### src/rtl/divider_seq_pkg.sv
// Shared ALU divider definitions: default width, FSM encoding and
// divide-by-zero constants used by the sequential divider and its step cell.
package divider_seq_pkg;

    localparam int DIV_WIDTH = 16;

    localparam logic [1:0] ST_IDLE = 2'd0;
    localparam logic [1:0] ST_RUN  = 2'd1;
    localparam logic [1:0] ST_DONE = 2'd2;

    // Wide all-ones pattern; users slice it down to their own width (up to 64).
    localparam logic [63:0] DBZ_QUOTIENT_ALL = '1;

    function automatic int div_cnt_w(input int w);
        return $clog2(w) + 1;
    endfunction

    localparam int DIV_CNT_W = div_cnt_w(DIV_WIDTH);

endpackage

### src/rtl/divider_seq_step.sv
// One combinational restoring-division step: shift in a dividend bit,
// subtract the divisor when it fits, and report the quotient bit.
module div_step
    import divider_seq_pkg::*;
#(
    parameter int WIDTH = DIV_WIDTH
) (
    input  logic [WIDTH-1:0] rem_in,
    input  logic             bit_in,
    input  logic [WIDTH-1:0] divisor,
    output logic [WIDTH-1:0] rem_out,
    output logic             q_bit
);

    logic [WIDTH:0] shifted;

    always_comb begin
        shifted = {rem_in, bit_in};
        q_bit   = (shifted >= {1'b0, divisor});
        // rem_in < divisor keeps the result below 2**WIDTH, so a WIDTH-bit subtract is exact.
        rem_out = q_bit ? (shifted[WIDTH-1:0] - divisor) : shifted[WIDTH-1:0];
    end

endmodule

### src/rtl/divider_seq.sv
// Sequential unsigned divider: one restoring step per clock behind a
// start/busy/done handshake, with registered quotient/remainder outputs.
module divider_seq
    import divider_seq_pkg::*;
#(
    parameter int WIDTH = DIV_WIDTH
) (
    input  logic             clk,
    input  logic             rst_n,
    input  logic             start,
    input  logic [WIDTH-1:0] dividend,
    input  logic [WIDTH-1:0] divisor,
    output logic             busy,
    output logic             done,
    output logic [WIDTH-1:0] quotient,
    output logic [WIDTH-1:0] remainder,
    output logic             div_by_zero
);

    localparam int CNT_W = div_cnt_w(WIDTH);
    localparam logic [WIDTH-1:0] DBZ_Q = DBZ_QUOTIENT_ALL[WIDTH-1:0];

    logic [1:0]       state_q, state_d;
    logic [CNT_W-1:0] cnt_q, cnt_d;
    logic [WIDTH-1:0] dvd_q, dvd_d;
    logic [WIDTH-1:0] dvs_q, dvs_d;
    logic [WIDTH-1:0] rem_q, rem_d;
    logic [WIDTH-1:0] quot_q, quot_d;
    logic [WIDTH-1:0] remo_q, remo_d;
    logic             dbz_q, dbz_d;

    logic [WIDTH-1:0] step_rem;
    logic             step_q;

    div_step #(.WIDTH(WIDTH)) u_step (
        .rem_in  (rem_q),
        .bit_in  (dvd_q[WIDTH-1]),
        .divisor (dvs_q),
        .rem_out (step_rem),
        .q_bit   (step_q)
    );

    always_comb begin
        state_d = state_q;
        cnt_d   = cnt_q;
        dvd_d   = dvd_q;
        dvs_d   = dvs_q;
        rem_d   = rem_q;
        quot_d  = quot_q;
        remo_d  = remo_q;
        dbz_d   = dbz_q;
        case (state_q)
            ST_RUN: begin
                rem_d = step_rem;
                // Dividend bits leave at the MSB while quotient bits enter at the LSB.
                dvd_d = {dvd_q[WIDTH-2:0], step_q};
                cnt_d = cnt_q + CNT_W'(1);
                if (cnt_q == CNT_W'(WIDTH - 1)) begin
                    state_d = ST_DONE;
                    quot_d  = {dvd_q[WIDTH-2:0], step_q};
                    remo_d  = step_rem;
                    dbz_d   = 1'b0;
                end
            end
            default: begin
                // IDLE and DONE both accept a new request.
                state_d = ST_IDLE;
                if (start) begin
                    dvd_d = dividend;
                    dvs_d = divisor;
                    rem_d = '0;
                    cnt_d = '0;
                    if (divisor == '0) begin
                        state_d = ST_DONE;
                        quot_d  = DBZ_Q;
                        remo_d  = dividend;
                        dbz_d   = 1'b1;
                    end else begin
                        state_d = ST_RUN;
                    end
                end
            end
        endcase
    end

    always_ff @(posedge clk or negedge rst_n) begin
        if (!rst_n) begin
            state_q <= ST_IDLE;
            cnt_q   <= '0;
            dvd_q   <= '0;
            dvs_q   <= '0;
            rem_q   <= '0;
            quot_q  <= '0;
            remo_q  <= '0;
            dbz_q   <= 1'b0;
        end else begin
            state_q <= state_d;
            cnt_q   <= cnt_d;
            dvd_q   <= dvd_d;
            dvs_q   <= dvs_d;
            rem_q   <= rem_d;
            quot_q  <= quot_d;
            remo_q  <= remo_d;
            dbz_q   <= dbz_d;
        end
    end

    assign busy        = (state_q == ST_RUN);
    assign done        = (state_q == ST_DONE);
    assign quotient    = quot_q;
    assign remainder   = remo_q;
    assign div_by_zero = dbz_q;

endmodule
### config.mk
export PLATFORM = sky130hd
export DESIGN_NAME = divider_seq
export DESIGN_NICKNAME = d
export VERILOG_FILES = /design/src/rtl/divider_seq_pkg.sv /design/src/rtl/divider_seq_step.sv /design/src/rtl/divider_seq.sv
export SDC_FILE = /design/constraint.sdc
export NUM_CORES = 1
export LEC_CHECK = 0
export BUFFER_PORTS_ARGS = -buffer_cell sky130_fd_sc_hd__buf_4
export CAP_MARGIN = 20
export CORE_MARGIN = 5
export CORE_UTILIZATION = 49
export CTS_CLUSTER_DIAMETER = 40
export DETAILED_ROUTE_END_ITERATION = 6
export GPL_ROUTABILITY_DRIVEN = 1
export PLACE_DENSITY_LB_ADDON = 0.1
export SLEW_MARGIN = 20
export SYNTH_ARGS = -nofsm -noshare
export SYNTH_HDL_FRONTEND = slang
export SYNTH_SLANG_ARGS = --single-unit
### constraint.sdc
create_clock -name clk -period 4 [get_ports clk]
set_input_delay 0.6 -clock clk [delete_from_list [all_inputs] [get_ports clk]]
set_output_delay 0.6 -clock clk [all_outputs]
set_load 0.02 [all_outputs]
# Word-level counts from Yosys, hierarchy flattened

Index checks and enable logic that the tools add are counted.

Output and inout bits: 35
Logic and storage cells: 44
Register bits after elaboration: 88

$lt $le $gt $ge: 1
Bitwise operators: 1
Muxes and demuxes: 23
Add/subtract/negate cells: 2
Reductions and logical operators: 5
Equal/unequal tests: 4

Operators with widths:

| kind                                                                   | number |
|---|---|
| 16-bit 2-to-1 mux                                                      | 13 |
| 17-bit by 16-bit >= comparator with 1-bit output                       | 1 |
| 16-bit logical NOT                                                     | 1 |
| 16-bit subtractor                                                      | 1 |
| 5-bit 2-to-1 mux                                                       | 2 |
| 2-bit 2-to-1 mux                                                       | 4 |
| 5-bit by 1-bit adder with 5-bit output (second input constant)         | 1 |
| 5-bit by 4-bit equality test with 1-bit output (second input constant) | 1 |
| 1-bit 2-to-1 mux                                                       | 4 |
| 2-bit nonzero test                                                     | 2 |
| 3-bit AND reduction                                                    | 1 |
| 2-bit by 1-bit equality test with 1-bit output (second input constant) | 1 |
| 2-bit equality test (second input constant)                            | 1 |
| 2-bit by 1-bit != test with 1-bit output (second input constant)       | 1 |
| 2-bit AND reduction                                                    | 1 |
| 1-bit NOT                                                              | 1 |

# Depth between registers and ports, before layout

Depth after elaboration: 4
Mapped depth: 11

# Cells and area by module

Synthesis repeated with hierarchy kept, for this count alone.

Cells, all modules: 471
Area total of the unflattened synthesis: 4916.0 µm²

Modules (own cells, without submodules):

| module      | cells each | times used | area an instance (µm²) | sequential area each (µm²) |
|---|---|---|---|---|
| divider_seq | 314        | 1          | 3686.0                 | 2202.1 |
| div_step    | 157        | 1          | 1229.9                 | 0.0 |

# Least setup slack after synthesis

Ideal clock, no wire load.

Path kind: flip-flop to flip-flop
From: reg dvd_q[15]
To: reg remo_q[14] (netlist: remainder[14])
Path buffers: 0
Cell stages (with the launch flop): 12
Library setup time: 0.141 ns
Setup slack: 1.644 ns
Data arrival time: 2.215 ns
Cells stage by stage: dfrtp_1 -> inv_1 -> ha_1 -> inv_1 -> fa_1 -> a21oi_1 -> o221ai_2 -> a21oi_1 -> a21oi_1 -> a311o_1 -> a22oi_2 -> a31oi_1

Word-level cells in the longest chain between the ends: 4
Elaborated cells between the ends (all ways): 5

Ends and longest elaborated chain:

| element                                                                                      | RTL line                                       | source |
|---|---|---|
| start, declared                                                                              | divider_seq.sv:25                              | `logic [WIDTH-1:0] dvd_q, dvd_d;` |
| start signal, assigned                                                                       | divider_seq.sv:99                              | `dvd_q <= dvd_d;` |
| 16-bit subtractor / 17-bit by 16-bit >= comparator with 1-bit output (equally long branches) | divider_seq_step.sv:21, divider_seq_step.sv:19 |  |
| 16-bit 2-to-1 mux *                                                                          | divider_seq_step.sv:21                         | `rem_out = q_bit ? (shifted[WIDTH-1:0] - divisor) : shifted[WIDTH-1:0];` |
| 16-bit 2-to-1 mux *                                                                          | divider_seq.sv:58                              | `if (cnt_q == CNT_W'(WIDTH - 1)) begin` |
| 16-bit 2-to-1 mux *                                                                          | divider_seq.sv:52                              | `case (state_q)` |
| end signal, assigned                                                                         | divider_seq.sv:103                             | `remo_q <= remo_d;` |
| end, declared                                                                                | divider_seq.sv:29                              | `logic [WIDTH-1:0] remo_q, remo_d;` |

Every way passes the cells marked *; elsewhere a longest branch is shown, timed or not. The select of a mux whose other input is x is not followed.
A chain may end at the register's enable or synchronous reset.

# Worst setup path in the final report

Same ends and word-level chain as after synthesis.

==> summary.md <==
| Metric | Value |
|---|---|
| RSZ-0062 raised after global routing | false |
| CP Capture Type | register |
| CTS max path bufs | 2 |
| Worst endpoint required time | roughly 4200 ps |
| CTS tree | built |
| Row count | 35 |
| Slew Viols, Final | 0 |
| Kind of critical path | register to register |
| Most common cell after layout, fill and taps aside | dfrtp_1 |
| Post-synthesis instance area | between 4000 and 5000 µm² |
| R2R setup slack | between 1000 and 1500 ps |
| Fraction of layout cells with a size suffix above 1 | 25.6% |
| Cts repair resizes | 0 |
| CP most frequent cell | a21oi_1 |
| Clock Tree Root | clkbuf_8 |
| Nets | 580 |
| Chip Height | 108 µm |
| Setup repair bufs after CTS | 0 |
| Wire length on met2 | slightly above 5 mm |
| Mapped Avg Cell Area | 10.2 µm² |
| Inst Count DP | between 600 and 700 |
| WL/cell | between 15 and 20 µm |
| Antenna violations before repair | 0 |
| Clk pin slew, worst setup/hold paths | roughly 90 ps |
| Worst vdd ir | roughly 0.00062 V |
| Final core occ | 59.1% |
| Total clock sinks | slightly below 90 |
| CTS HTree Levels | 3 |
| Crit path cell chain | inv_1, ha_1, inv_1, fa_1, a21oi_1, o221ai_2, a21oi_1, a21oi_1, a311o_1, a22oi_2, a31oi_1 |
| Area of the core | between 9000 and 10,000 µm² |
| Post-Syn Nets | between 500 and 600 |
| Clock skew | slightly below 20 ps |
| Metal-1 WL | 4.74 mm |
| Yosys reg bits | between 80 and 90 |
| Post-route minimum period | approximately 2800 ps |
| Synth warn | 0 |
| DPL Wire Length | just under 8 mm |
| Max Freq | roughly 360 MHz |
| Drt drc | 0 |
| DRT Pass-1 Iters | 4 |
| Number of enable flip-flop cells after synthesis | 0 |
| Die area | between 10,000 and 15,000 µm² |
| Total grt overflow | 0 |
| Gr usage total | between 10% and 20% |
| Area grow syn2layout | 17.5% |
| Initial Util | between 50% and 60% |
| Synth async-reset ratio | 100% |
| Worst slew pin tran | around 840 ps |
| N_diodes | 0 |
| Leakage | approximately 2.4 nW |
| PD cells | between 900 and 1000 nW/µm² |
| GP Congestion | roughly 0.81 |
| IO Pins | 70 |
| Vias | about 3,500 |
| CP arrival | 2990 ps |
| TNS Setup | 0 ps |
| Hold Fails Final Rpt | 0 |
| Post-synth cell types | 58 |
| Fin Hold WS | around 330 ps |
| Most used DFF post-synth | dfrtp_1 |
| DR WL met3 | 406 µm |
| Number of global-route vias before repair | approximately 3,600 |
| Clock Latency Late Sink | between 300 and 400 ps |
| Chip Width | around 110 µm |
| Crit Path Max Fanout | 3 |
| Fillers | 845 |
| Period utilization | between 60% and 70% |
| Hold_buf cts | 0 |
| Post-Route WL | roughly 10 mm |
| IO buf count | a little under 70 |
| DRT antenna net count | 0 |
| First-pass GRT wire length | between 15 and 20 mm |
| Largest net degree at the start of global routing | 66 |
| DR iter-0 viols | around 140 |
| Hold crit path type | input pin to async pin |
| Final setup vio count | 0 |
| Outcome | completed |
| Critical Path Start Type | register |
| Layout Cells excl Fill | 660 |
| Register area share after synthesis | approximately 47% |
| TritonCTS Buffers | 9 |
| Max Cap Violations | 0 |
| Critical Path Max Stage Delay | approximately 430 ps |
| Relative slew slack | between 40% and 50% |
| Gate Count Post-Synth | 460 |
| Vias per inst | roughly 5.3 |
| DR top layer | met4 |
| Most frequent cells in the layout | dfrtp_1 (88), buf_4 (76), nor2_1 (60) |
| Crit path max-delay cell type | dfrtp_1 |
## metrics by stage
step	power [mW]	area, µm²	worst slack (ps)
final	4.96	5490	1220
after CTS	5.01	5490	1220
after floorplan	3.69	4670	1640
after global placement	4.37	5310	1220
after global routing	5.39	5490	1040
after detailed placement	4.43	5310	1150
## report_power, final
part	switching (mW)	leakage, nW	internal, mW	total [mW]
sequential	0.250	0.969	1.29	1.54
clock	0.345	0.0850	0.235	0.579
combinational	1.59	1.37	1.25	2.84
## layer usage
metal | global-route usage [%] | vias to the layer above
met5 | 0 | -
met4 | 6.13 | 0
met3 | 4.74 | 13
met2 | 30.0 | 61
met1 | 25.9 | 1682
li1 | - | 1758
## synth_stat cells, drive strengths merged, types with 8 or more instances
cell type / number / area (µm²)
inv: 24 / 90.1
mux2i: 17 / 170
a21oi: 52 / 290
a31oi: 10 / 62.6
o21ai: 13 / 68.8
mux2: 22 / 267
ha: 18 / 225
nand2: 44 / 168
dfrtp: 88 / 2200
nor2: 61 / 236
a21o: 8 / 60.1
buf: 16 / 80.1
## final timing paths
path                              from            end  cells after the start
max in group asynchronous        rst_n       rem_q[2]                      2
max reg2reg                  dvd_q[15]  remainder[14]                     11
min reg2reg                  dvs_q[12]      dvs_q[12]                      1
max                          dvd_q[15]  remainder[14]                     11
min                              rst_n       dvs_q[5]                      1
min in group clk           divisor[13]      dvs_q[13]                      2
## registers in the layout, summed over array words and instances, names as in the netlist
signal       flops
remainder       16
cnt_q            5
rem_q           16
quotient        16
state_q          2
dvd_q           16
div_by_zero      1
dvs_q           16
## cell families after synthesis
group	synth area share (%)
fa+ha+maj	5.25
flops	47.2
xor+xnor	1.88
mux	9.35
buf+inv	4.13
simple gates	13.9
compound gates	18.4
## worst max-delay path, delay by kind of cell (launching register included)
family	cells	cell delay, ps
AO/OA/AOI/OAI	7	1510
buffers and inverters	2	120
flip-flops	1	430
adder cells (fa/ha/maj)	2	560
## cell type report
| type | instances | area [µm²] | area share [%] |
|---|---|---|---|
| Inverter | 25 | 93.8 | 1.71 |
| Clock inverter | 6 | 52.6 | 0.958 |
| Tap cell | 129 | 161 | 2.94 |
| Sequential cell | 88 | 2200 | 40.1 |
| Multi-Input combinational cell | 326 | 2280 | 41.5 |
| Timing Repair Buffer | 76 | 571 | 10.4 |
| Clock buffer | 10 | 128 | 2.33 |
(Power assumes the default switching activity.)
